### src/rtl/fios_operand_server.sv
// Operand/result endpoint for one FIOS Montgomery multiplier: loads a/b/p, serves windows and words, collects results.
// Latency: operand outputs are combinational from registered pointers; one START cycle precedes RUN.
// Backpressure: load_ready_o only in LOAD; results drain on res_valid_o/res_ready_i. Optional FIOS_OPSRV_CYCLE_COUNT_EN adds cycles_o.
module fios_operand_server #(
  parameter int s     = 8,
  parameter int PE_NB = 8
) (
  input  logic                  clock_i,
  input  logic                  reset_n_i,
  input  logic                  load_valid_i,
  input  logic [1:0]            load_sel_i,
  input  logic [16:0]           load_data_i,
  output logic                  load_ready_o,
  input  logic                  go_i,
  output logic                  busy_o,
  output logic                  start_o,
  output logic [PE_NB*17-1:0]   a_o,
  output logic [16:0]           b_o,
  output logic [16:0]           p_o,
  input  logic                  a_shift_i,
  input  logic                  b_fetch_i,
  input  logic                  p_fetch_i,
  input  logic                  res_push_i,
  input  logic [16:0]           res_i,
  input  logic                  done_i,
  output logic                  res_valid_o,
  output logic [16:0]           res_data_o,
  input  logic                  res_ready_i,
`ifdef FIOS_OPSRV_CYCLE_COUNT_EN
  output logic [31:0]           cycles_o,
`endif
  output logic                  err_o
);

  localparam int PW = $clog2(s);
  localparam int CW = $clog2(s + 1);
  localparam int AW = $clog2(2 * s) + 1;
  localparam logic [CW-1:0] S_CNT  = CW'(s);
  localparam logic [PW-1:0] S_LAST = PW'(s - 1);

  typedef enum logic [1:0] {ST_LOAD, ST_START, ST_RUN, ST_DRAIN} state_t;
  state_t state_q, state_d;

  logic [16:0] a_mem   [s];
  logic [16:0] b_mem   [s];
  logic [16:0] p_mem   [s];
  logic [16:0] res_mem [s];

  logic [2:0][CW-1:0] cnt_q;
  logic [PW-1:0]      a_base_q, b_ptr_q, p_ptr_q, rd_q;
  logic [CW-1:0]      res_wr_q;
  logic               err_q;

  logic               load_we, push_we, beat, err_set, strobe_any;
  logic [AW-1:0]      a_sum;

  assign strobe_any = a_shift_i | b_fetch_i | p_fetch_i | res_push_i;
  assign a_sum      = AW'(a_base_q) + AW'(PE_NB);

  always_ff @(posedge clock_i) begin
    if (!reset_n_i) state_q <= ST_LOAD;
    else            state_q <= state_d;
  end

  always_comb begin
    state_d      = state_q;
    load_ready_o = 1'b0;
    start_o      = 1'b0;
    res_valid_o  = 1'b0;
    load_we      = 1'b0;
    push_we      = 1'b0;
    beat         = 1'b0;
    err_set      = 1'b0;
    case (state_q)
      ST_LOAD: begin
        load_ready_o = 1'b1;
        if (load_valid_i && load_sel_i != 2'd3) begin
          if (cnt_q[load_sel_i] != S_CNT) load_we = 1'b1;
          else                            err_set = 1'b1;
        end
        if (go_i) begin
          if (cnt_q[0] == S_CNT && cnt_q[1] == S_CNT && cnt_q[2] == S_CNT) state_d = ST_START;
          else                                                             err_set = 1'b1;
        end
        if (strobe_any || done_i) err_set = 1'b1;
      end
      ST_START: begin
        start_o = 1'b1;
        state_d = ST_RUN;
        if (strobe_any || done_i) err_set = 1'b1;
      end
      ST_RUN: begin
        if (res_push_i) begin
          if (res_wr_q != S_CNT) push_we = 1'b1;
          else                   err_set = 1'b1;
        end
        // a push in the same cycle as done counts toward completeness
        if (done_i) begin
          state_d = ST_DRAIN;
          if (res_wr_q + CW'(push_we) != S_CNT) err_set = 1'b1;
        end
      end
      ST_DRAIN: begin
        res_valid_o = 1'b1;
        if (strobe_any) err_set = 1'b1;
        if (res_ready_i) begin
          beat = 1'b1;
          if (rd_q == S_LAST) state_d = ST_LOAD;
        end
      end
      default: state_d = ST_LOAD;
    endcase
  end

  always_ff @(posedge clock_i) begin
    if (!reset_n_i) begin
      cnt_q    <= '0;
      a_base_q <= '0;
      b_ptr_q  <= '0;
      p_ptr_q  <= '0;
      rd_q     <= '0;
      res_wr_q <= '0;
      err_q    <= 1'b0;
    end else begin
      if (err_set) err_q <= 1'b1;
      if (load_we) cnt_q[load_sel_i] <= cnt_q[load_sel_i] + CW'(1);
      case (state_q)
        ST_START: begin
          a_base_q <= '0;
          b_ptr_q  <= '0;
          p_ptr_q  <= '0;
          res_wr_q <= '0;
        end
        ST_RUN: begin
          if (a_shift_i) a_base_q <= (a_sum >= AW'(s)) ? '0 : a_sum[PW-1:0];
          if (b_fetch_i) b_ptr_q  <= (b_ptr_q == S_LAST) ? '0 : b_ptr_q + PW'(1);
          if (p_fetch_i) p_ptr_q  <= (p_ptr_q == S_LAST) ? '0 : p_ptr_q + PW'(1);
          if (push_we)   res_wr_q <= res_wr_q + CW'(1);
          if (done_i)    rd_q     <= '0;
        end
        ST_DRAIN: begin
          if (beat) begin
            rd_q <= (rd_q == S_LAST) ? '0 : rd_q + PW'(1);
            if (rd_q == S_LAST) cnt_q <= '0;
          end
        end
        default: ;
      endcase
    end
  end

  // storage is deliberately left uninitialised across reset
  always_ff @(posedge clock_i) begin
    if (load_we) begin
      case (load_sel_i)
        2'd0:    a_mem[cnt_q[0][PW-1:0]] <= load_data_i;
        2'd1:    b_mem[cnt_q[1][PW-1:0]] <= load_data_i;
        2'd2:    p_mem[cnt_q[2][PW-1:0]] <= load_data_i;
        default: ;
      endcase
    end
    if (push_we) res_mem[res_wr_q[PW-1:0]] <= res_i;
  end

  for (genvar k = 0; k < PE_NB; k++) begin : g_win
    logic [AW-1:0] idx;
    assign idx             = AW'(a_base_q) + AW'(k);
    assign a_o[17*k +: 17] = (idx < AW'(s)) ? a_mem[idx[PW-1:0]] : 17'd0;
  end

  assign b_o        = b_mem[b_ptr_q];
  assign p_o        = p_mem[p_ptr_q];
  assign res_data_o = res_mem[rd_q];
  assign busy_o     = (state_q != ST_LOAD);
  assign err_o      = err_q;

`ifdef FIOS_OPSRV_CYCLE_COUNT_EN
  logic [31:0] cyc_q;
  always_ff @(posedge clock_i) begin
    if (!reset_n_i)                                  cyc_q <= '0;
    else if (state_q == ST_START)                    cyc_q <= '0;
    else if (state_q == ST_RUN && cyc_q != '1)       cyc_q <= cyc_q + 32'd1;
  end
  assign cycles_o = cyc_q;
`endif

endmodule

### config.mk
export PLATFORM = sky130hd
export DESIGN_NAME = fios_operand_server
export DESIGN_NICKNAME = d
export VERILOG_FILES = /design/src/rtl/fios_operand_server.sv
export SDC_FILE = /design/constraint.sdc
export NUM_CORES = 1
export LEC_CHECK = 0
export BUFFER_PORTS_ARGS = -buffer_cell sky130_fd_sc_hd__buf_4
export CELL_PAD_IN_SITES_DETAIL_PLACEMENT = 1
export CELL_PAD_IN_SITES_GLOBAL_PLACEMENT = 1
export CORE_ASPECT_RATIO = 0.9
export CORE_MARGIN = 2
export CORE_UTILIZATION = 31
export CTS_CLUSTER_SIZE = 25
export DETAILED_ROUTE_END_ITERATION = 10
export HOLD_SLACK_MARGIN = 0.03
export PLACE_DENSITY_LB_ADDON = 0.1
export SYNTH_ARGS = -nofsm -noshare
export SYNTH_HDL_FRONTEND = slang
export SYNTH_SLANG_ARGS = --single-unit
### constraint.sdc
create_clock -name clock_i -period 10.85 [get_ports clock_i]
set_clock_uncertainty 0.2 [all_clocks]
set_input_delay 1.6275 -clock clock_i [delete_from_list [all_inputs] [get_ports clock_i]]
set_output_delay 1.6275 -clock clock_i [all_outputs]
set_load 0.02 [all_outputs]
==> results of run 1 <==
==> sequential cells by signal (all words and copies together), names as in the netlist, named ones only <==
register and cells:
res_mem 136, p_mem 136, p_ptr_q 3, rd_q 3
err_o 1, res_wr_q 4, state_q 2, cnt_q 12
b_mem 136, a_mem 136, b_ptr_q 3
==> cell usage in the layout (no fill, tap or decap), types with 11 or more instances in the layout <==
cell,instances
dfxtp_1,34
ha_1,16
mux4_2,102
mux2i_1,13
nor2_1,26
edfxtp_1,544
nand2_1,19
nor3_2,11
mux2_2,53
clkinv_1,15
inv_1,14
buf_4,269
clkbuf_16,68
nor2_2,11
clkbuf_1,11
==> layout make-up <==
cell class | count | area (um^2) | share of cell area
Antenna cell | 1 | 2.50 | 0.0000941
Clock buffer | 80 | 1760 | 0.0661
Clock inverter | 32 | 265 | 0.00997
Inverter | 14 | 52.6 | 0.00198
Multi-Input combinational cell | 344 | 4250 | 0.160
Sequential cell | 581 | 17100 | 0.642
Tap cell | 930 | 1160 | 0.0438
Timing Repair Buffer | 269 | 2020 | 0.0759
==> power by group through the flow <==
stage / registers (W) / logic [W] / clock network (W)
2_1_floorplan: 0.00252 / 0.0000756 / 0
3_3_place_gp: 0.00252 / 0.000181 / 0
3_5_place_dp: 0.00252 / 0.000183 / 0
4_1_cts: 0.00247 / 0.000183 / 0.00218
5_1_grt: 0.00247 / 0.000193 / 0.00226
6_report: 0.00247 / 0.000177 / 0.00212
==> cell families after synthesis <==
| family | after synthesis |
|---|---|
| adder cells (fa/ha/maj) | 16 |
| buffers and inverters | 55 |
| XOR/XNOR | 6 |
| AO/OA/AOI/OAI | 38 |
| flip-flops | 581 |
| AND/OR/NAND/NOR | 116 |
| multiplexers | 168 |
==> critical path, cell delays in order, from the launching register on <==
cell and delay [ns]:
dfxtp_2 0.32, buf_4 0.57, mux4_2 0.63, mux2_2 0.32, buf_4 0.17
==> metrics by stage <==
| stage | area, um^2 | hold slack [ns] |
|---|---|---|
| after floorplan | 21500 | 0.258 |
| after global placement | 24600 | 0.295 |
| after detailed placement | 24600 | 0.300 |
| after CTS | 26600 | 0.306 |
| after global routing | 26600 | 0.368 |
| final | 26600 | 0.313 |
==> final timing paths <==
kind,cells after the start,from,slack (ns),to
worst min register to register,2,cnt_q[3]$_SDFF_PN0_,0.31,cnt_q[3]$_SDFF_PN0_
worst max register to register,7,cnt_q[5]$_SDFF_PN0_,7.21,b_mem[1][13]$_DFFE_PP_
worst max-delay path,4,register,6.37,b_o[4]
worst min-delay path,2,cnt_q[3]$_SDFF_PN0_,0.31,cnt_q[3]$_SDFF_PN0_
==> per-layer routing <==
| layer | global-route usage | share of wire | vias to the layer above |
|---|---|---|---|
| met5 | 0 | 0 | - |
| met1 | 0.225 | 0.46 | 5611 |
| met4 | 0.0419 | 0.021 | 0 |
| met2 | 0.246 | 0.47 | 199 |
| li1 | - | - | 4606 |
| met3 | 0.0311 | 0.041 | 76 |
==> impl_metrics.json, run 1 <==
{
  "yosysUniqueCellTypes": 52,
  "die_h_um": 254,
  "synth_top_family_by_area": "multiplexers",
  "grt_pass1_vias": 11400,
  "hpwl_um": 34200,
  "ys_ff_latch": 581,
  "grt_setup_unrepaired": "false",
  "grt_max_degree": 35,
  "synth_common_cells": "edfxtp_1 (544), mux4_2 (102), mux2_2 (53)",
  "tritoncts": "done",
  "setup_viol": 0,
  "crit_path_max_fanout": 34,
  "numPortBuffers": 237,
  "fin_ws_ns": 6.37,
  "postCtsSetupBuffers": 0,
  "synth_area_leader_cell": "edfxtp_1",
  "synth_adder_area_share": 0.00933,
  "finalCritPeriodShare": 0.413,
  "cts-hold-fix-buffers": 0,
  "drc_errors": 0,
  "yosysMostFrequentCell": "edfxtp_1",
  "total_leakage_power_nw": 8.78,
  "fmaxAchievable_ghz": 0.223,
  "synthTopCellsByArea": "edfxtp_1 (76%), mux4_2 (11%), dfxtp_1 (3.5%)",
  "grt_pass1_wl_um": 80800,
  "synth_nets": 1042,
  "power_density_nw_per_um2": 179,
  "peakVddDrop_mv": 0.0948,
  "internal_power_w": 0.00377,
  "power_w": 0.00477,
  "synth_flop_cell": "edfxtp_1",
  "cts.clk_slew.worst_paths_ns": 0.06,
  "crit_required_ns": 9.02,
  "ant_nets": 0,
  "pwr-share-seq": 0.519,
  "hold_viol": 0,
  "layout.cells.non_filler": 2251,
  "finalCriticalPeriod_ns": 4.48,
  "syn_avg_cell_area_um2": 21.9,
  "num_io_pins": 238,
  "cp-end-kind": "output pin",
  "die_w_um": 281,
  "drv_slew": 0,
  "dieArea_um2": 71300,
  "start_kind": "register",
  "hold_path_class": "register to register",
  "worstMarginPinSlew_ns": 1.30,
  "fill_cells": 6658,
  "antenna_found_initial": 3,
  "drive_gt1_frac": 0.414,
  "criticalPathCategory": "register to output pin",
  "synth_xor_area_frac": 0.00245,
  "area_growth_pct": 24.0,
  "avgRoutedWirePerCell_um": 24.9,
  "synth_top_area_share": 0.761,
  "yosysSeqAreaShare": 0.796,
  "tns_ns": 0,
  "wl_um": 56200,
  "maxCapViolCount": 0,
  "synth-simple-area-share": 0.0278,
  "dp_cells": 2138,
  "cts_root_buf": "clkbuf_16",
  "post_cts_resized": 0,
  "place.gp.congestion": 0.740,
  "max_slew_margin": 0.129,
  "coreArea_um2": 68500,
  "rows": 91,
  "p_comb_frac": 0.037,
  "synthMuxAreaShare": 0.141,
  "vias_per_cell": 4.66,
  "sw_frac_of_total": 0.209,
  "pre_cts_slack_ns": 6.05,
  "nets": 1338,
  "status": "finished clean",
  "initial_core_util": 0.313,
  "drtIter0Drc": 717,
  "h-tree-depth": 3,
  "synthCells": 980,
  "yosys_warnings": 0,
  "synth_edf_count": 544,
  "cts.path.max_buffers": 3,
  "async_flop_share": 0,
  "clk_latency_ns": 0.59,
  "vias": 10500,
  "grtUsageTotal": 0.157,
  "netlist_area_um2": 21500,
  "net-switching-power_w": 0.000997,
  "fin_util": 0.388,
  "cts_buffers": 66,
  "clkSinkCount": 581,
  "synth_compound_area_frac": 0.0127,
  "grt_overflow": 0,
  "clock_power_share": 0.444,
  "arrival_ns": 2.65,
  "firstDrtPassIters": 4
}
Power figures use the tool's default switching activity.
==> run 2: changes to the inputs <==
- clock period: 10.85 -> 3.9 ns (I/O delays scaled with it)
==> run 2 against run 1 <==
Against the previous run:
- via count grew 0.36%
- sequential power rose to 2.8 times the previous value
- register-to-register slack worse by 6.5 ns
- worst setup slack got worse by 5.9 ns
- sequential share of layout area shrank 0.84 points
- critical path depth is the same
- routed wire length down 6.0%
- power increased to 2.8 times the previous value
- global-route usage shrank 0.82 points
==> impl_metrics.json, run 2 (synthesis results as in run 1) <==
{
  "status": "finished clean",
  "vias": 10500,
  "drtIter0Drc": 382,
  "die_w_um": 281,
  "nets": 1369,
  "layout.cells.non_filler": 2285,
  "grt_overflow": 0,
  "drv_slew": 0,
  "cts_buffers": 67,
  "timing.rr.start": "cnt_q[4]$_SDFF_PN0_",
  "critical_path.endpoint": "res_data_o[12]",
  "h-tree-depth": 3,
  "cts_root_buf": "clkbuf_16",
  "max_slew_margin": 0.340,
  "avgRoutedWirePerCell_um": 23.1,
  "multi_input_area_um2": 4310,
  "area_growth_pct": 25.6,
  "finalCriticalPeriod_ns": 3.42,
  "tns_ns": 0,
  "vias_per_cell": 4.61,
  "drive_gt1_frac": 0.416,
  "dieArea_um2": 71300,
  "peakVddDrop_mv": 0.307,
  "grt_setup_unrepaired": "false",
  "worstMarginPinSlew_ns": 0.989,
  "die_h_um": 254,
  "maxCapViolCount": 0,
  "hpwl_um": 32600,
  "pre_cts_slack_ns": 0.504,
  "total_leakage_power_nw": 8.93,
  "finalCritPeriodShare": 0.878,
  "crit_required_ns": 3.12,
  "clkSinkCount": 581,
  "hold_viol": 0,
  "tritoncts": "done",
  "cts.clk_slew.worst_paths_ns": 0.06,
  "firstDrtPassIters": 4,
  "dp_cells": 2150,
  "clk_latency_ns": 0.59,
  "seq_area_um2": 17100,
  "setup_viol": 0,
  "fin_util": 0.393,
  "layout_common_cells": "edfxtp_1 (544), buf_4 (280), mux4_2 (102)",
  "grt_max_degree": 35,
  "antenna_found_initial": 0,
  "post_cts_resized": 0,
  "cp-end-kind": "output pin",
  "fill_cells": 6658,
  "wl_um": 52800,
  "initial_core_util": 0.313,
  "cts.path.max_buffers": 3,
  "arrival_ns": 2.64,
  "power_density_nw_per_um2": 493,
  "fin_ws_ns": 0.477,
  "ant_nets": 0,
  "regToRegEndpoint": "b_mem[3][13]$_DFFE_PP_",
  "grt_pass1_wl_um": 77500,
  "grtUsageTotal": 0.149,
  "layout_commonest_cell": "edfxtp_1",
  "fmaxAchievable_ghz": 0.292,
  "place.gp.congestion": 0.683,
  "numPortBuffers": 237,
  "crit_path_max_fanout": 13,
  "reg2reg_depth": 6,
  "criticalPathCategory": "register to output pin",
  "grt_pass1_vias": 11600,
  "hold_path_class": "input port to register",
  "coreArea_um2": 68500,
  "r2r_slack_ns": 0.75,
  "rows": 91,
  "start_kind": "register",
  "drc_errors": 0,
  "num_io_pins": 238
}
## run 2: cell count changes in the layout (fill, tap and decap cells not counted), moves of 2 or more
cell and change:
clkinvlp_4 -2, nor4_4 +2, bufinv_16 -2, buf_4 +11, nor4b_4 +2, clkbuf_1 +5
nor4b_2 -2, clkinv_2 +4, nor4_2 -2, clkinv_1 -6, dlygate4sd3_1 +18
## run 2: timing repair
action,4_1_cts,5_1_grt
setup buffers,0,0
endpoints found under the hold margin,137,0
hold buffers,18,0
## run 2: worst max-delay path: stages, from the launching register on
cell and delay (ns):
dfxtp_2 0.65, buf_4 0.39, mux4_2 0.54, mux2_2 0.29
buf_4 0.16
## run 2: how the worst min path moves through the flow
stage | cells past startpoint | start | end
final | 1 | load_data_i[13] | a_mem[7][13]$_DFFE_PP_
after CTS | 1 | load_data_i[13] | a_mem[7][13]$_DFFE_PP_
after floorplan | 2 | cnt_q[0]$_SDFF_PN0_ | cnt_q[0]$_SDFF_PN0_
after global placement | 2 | cnt_q[3]$_SDFF_PN0_ | cnt_q[3]$_SDFF_PN0_
after detailed placement | 2 | cnt_q[3]$_SDFF_PN0_ | cnt_q[3]$_SDFF_PN0_
after global routing | 1 | load_data_i[13] | a_mem[7][13]$_DFFE_PP_
## run 2: routing by layer
metal  routed length, um  global-route usage  share of wire  vias to the layer above
li1                    -                   -              -                     4678
met1               23000               0.197           0.44                     5550
met2               25300               0.239           0.48                      225
met3                3360              0.0447          0.064                       77
met4                1130              0.0433          0.021                        0
met5                   0                   0              0                        -
## run 2: report_power, final
| part | internal [W] | switching [W] | total [W] |
|---|---|---|---|
| Combinational | 0.000188 | 0.000309 | 0.000497 |
| Clock | 0.00342 | 0.00247 | 0.00589 |
| Sequential | 0.00686 | 0.0000254 | 0.00689 |
## run 2: final cells by class
class | count | share of cell area
tap | 930 | 0.0432
multi-input combinational | 344 | 0.160
inverter | 14 | 0.00195
sequential | 581 | 0.634
antenna | 2 | 0.000186
clock inverter | 28 | 0.00831
clock buffer | 87 | 0.0673
timing repair buffer | 299 | 0.0854
## run 2: through the flow
stage	hold slack, ns	area, um^2	total power [W]
global route	0.165	26900	0.0137
finish	0.182	26900	0.0133
global placement	0.289	24700	0.00751
CTS	0.147	26900	0.0135
detailed placement	0.296	24700	0.00751
floorplan	0.258	21500	0.00723
==> run 3: changes to the inputs <==
- CORE_UTILIZATION: 31 -> 40
==> run 3 against run 2 <==
Against the previous run:
- power decreased by 2.8%
- critical path depth unchanged
- first-iteration DRC count increased by 59%
- sequential cell count unchanged
- clock-buffer cell count decreased by 18
- largest power group unchanged
==> impl_metrics.json, run 3 (synthesis results as in run 1) <==
{
  "max_slew_margin": 0.410,
  "num_io_pins": 238,
  "grt_max_degree": 35,
  "layout_commonest_cell": "edfxtp_1",
  "ant_nets": 0,
  "finalCritPeriodShare": 0.875,
  "crit_required_ns": 3.12,
  "drc_errors": 0,
  "grtUsageTotal": 0.185,
  "fin_ws_ns": 0.486,
  "start_kind": "register",
  "clkSinkCount": 581,
  "die_h_um": 224,
  "fin_util": 0.499,
  "reg2reg_depth": 7,
  "postCtsSetupBuffers": 0,
  "coreArea_um2": 53100,
  "dieArea_um2": 55500,
  "placed_area_um2": 24400,
  "tritoncts": "done",
  "whs_path_depth": 3,
  "status": "finished clean",
  "hold_path_class": "input port to register",
  "pre_cts_slack_ns": 0.828,
  "power_density_nw_per_um2": 487,
  "arrival_ns": 2.63,
  "min-delay-start": "p_fetch_i",
  "area_growth_pct": 23.4,
  "worstMarginPinSlew_ns": 0.885,
  "antenna_found_initial": 0,
  "finalCriticalPeriod_ns": 3.41,
  "regToRegEndpoint": "b_mem[4][12]$_DFFE_PP_",
  "wl_um": 50300,
  "internal_power_w": 0.0102,
  "sw_frac_of_total": 0.207,
  "p_comb_frac": 0.038,
  "cts.clk_slew.worst_paths_ns": 0.06,
  "vias": 10500,
  "maxCapViolCount": 0,
  "cp-end-kind": "output pin",
  "clk_latency_ns": 0.61,
  "timing.rr.start": "cnt_q[5]$_SDFF_PN0_",
  "fmaxAchievable_ghz": 0.293,
  "grt_overflow": 0,
  "tns_ns": 0,
  "initial_core_util": 0.404,
  "cts.path.max_buffers": 3,
  "r2r_slack_ns": 0.92,
  "die_w_um": 248,
  "cts_buffers": 58,
  "pwr-share-seq": 0.533,
  "layout_common_cells": "edfxtp_1 (544), buf_4 (279), mux4_2 (102)",
  "numPortBuffers": 237,
  "cts_root_buf": "clkbuf_16",
  "avgRoutedWirePerCell_um": 24.6,
  "place.gp.congestion": 0.751,
  "grt_setup_unrepaired": "false",
  "total_leakage_power_nw": 8.85,
  "drv_slew": 0,
  "clock_power_share": 0.428,
  "nets": 1360,
  "grt_pass1_wl_um": 75400,
  "drtIter0Drc": 609,
  "fin_area_um2": 26500,
  "criticalPathCategory": "register to output pin",
  "hold_viol": 0,
  "crit_path_max_fanout": 13,
  "min_to": "p_ptr_q[1]$_SDFFE_PN0P_",
  "h-tree-depth": 2,
  "setup_viol": 0,
  "net-switching-power_w": 0.00267,
  "firstDrtPassIters": 4,
  "hpwl_um": 31300,
  "rows": 80,
  "peakVddDrop_mv": 0.388,
  "grt_pass1_vias": 11600,
  "vias_per_cell": 5.13,
  "drive_gt1_frac": 0.408
}
[run 3: changes by cell type in the layout (fill, tap and decap cells not counted), moves of 2 or more]
cell | previous run | this run
bufinv_16 | 2 | 7
clkinv_4 | 0 | 2
clkbuf_8 | 2 | 0
clkbuf_16 | 69 | 58
clkinv_1 | 9 | 19
clkinv_2 | 12 | 6
clkbuf_1 | 16 | 11
[run 3: critical path, stage by stage (launching register included)]
cell     delay [ns]
dfxtp_2        0.59
buf_4          0.37
mux4_2         0.58
mux2_2         0.31
buf_4          0.16
[run 3: final cells by class]
class	count	area [um^2]
fillers	4816	26600
flip-flops and latches	581	17100
multi-input cells	344	4290
repair buffers	299	2310
clock buffers	69	1490
well taps	697	872
clock inverters	38	382
inverters	14	52.6
diodes	1	2.50
[run 3: layer usage]
metal / wire length, um / track usage / part of all wire
met1: 22900 / 0.267 / 0.46
met2: 23400 / 0.283 / 0.47
met3: 3060 / 0.0464 / 0.061
met4: 904 / 0.0463 / 0.018
met5: 0 / 0 / 0
[run 3: worst max-delay path by stage]
stage | startpoint | to | slack [ns] | depth (start not counted)
after detailed placement | load_sel_i[0] | b_mem[4][11]$_DFFE_PP_ | 0.83 | 8
after global placement | load_sel_i[0] | b_mem[4][8]$_DFFE_PP_ | 0.88 | 8
after CTS | register | b_o[5] | 0.38 | 4
final | register | b_o[5] | 0.49 | 4
after global routing | register | b_o[5] | 0.33 | 4
after floorplan | load_sel_i[0] | b_mem[1][0]$_DFFE_PP_ | 0.13 | 8
[run 3: repair_timing]
action                                  in CTS  in global routing
hold endpoints to repair                   137                  0
endpoints found under the setup margin       0                  0
hold buffers                                18                  0
gates resized for setup                      0                  0
[run 3: metrics by stage]
step,cells,hold WS (ns),power (W)
final,2043,0.158,0.0129
after detailed placement,1917,0.284,0.00750
after global placement,1917,0.279,0.00750
after CTS,2042,0.125,0.0131
after global routing,2042,0.148,0.0133
after floorplan,980,0.258,0.00723
[run 3: power by group through the flow]
stage | sequential, W | combinational [W] | clock (W)
5_1_grt | 0.00689 | 0.000536 | 0.00588
3_5_place_dp | 0.00702 | 0.000487 | 0
4_1_cts | 0.00688 | 0.000503 | 0.00567
6_report | 0.00688 | 0.000492 | 0.00553
3_3_place_gp | 0.00702 | 0.000479 | 0
2_1_floorplan | 0.00702 | 0.000211 | 0
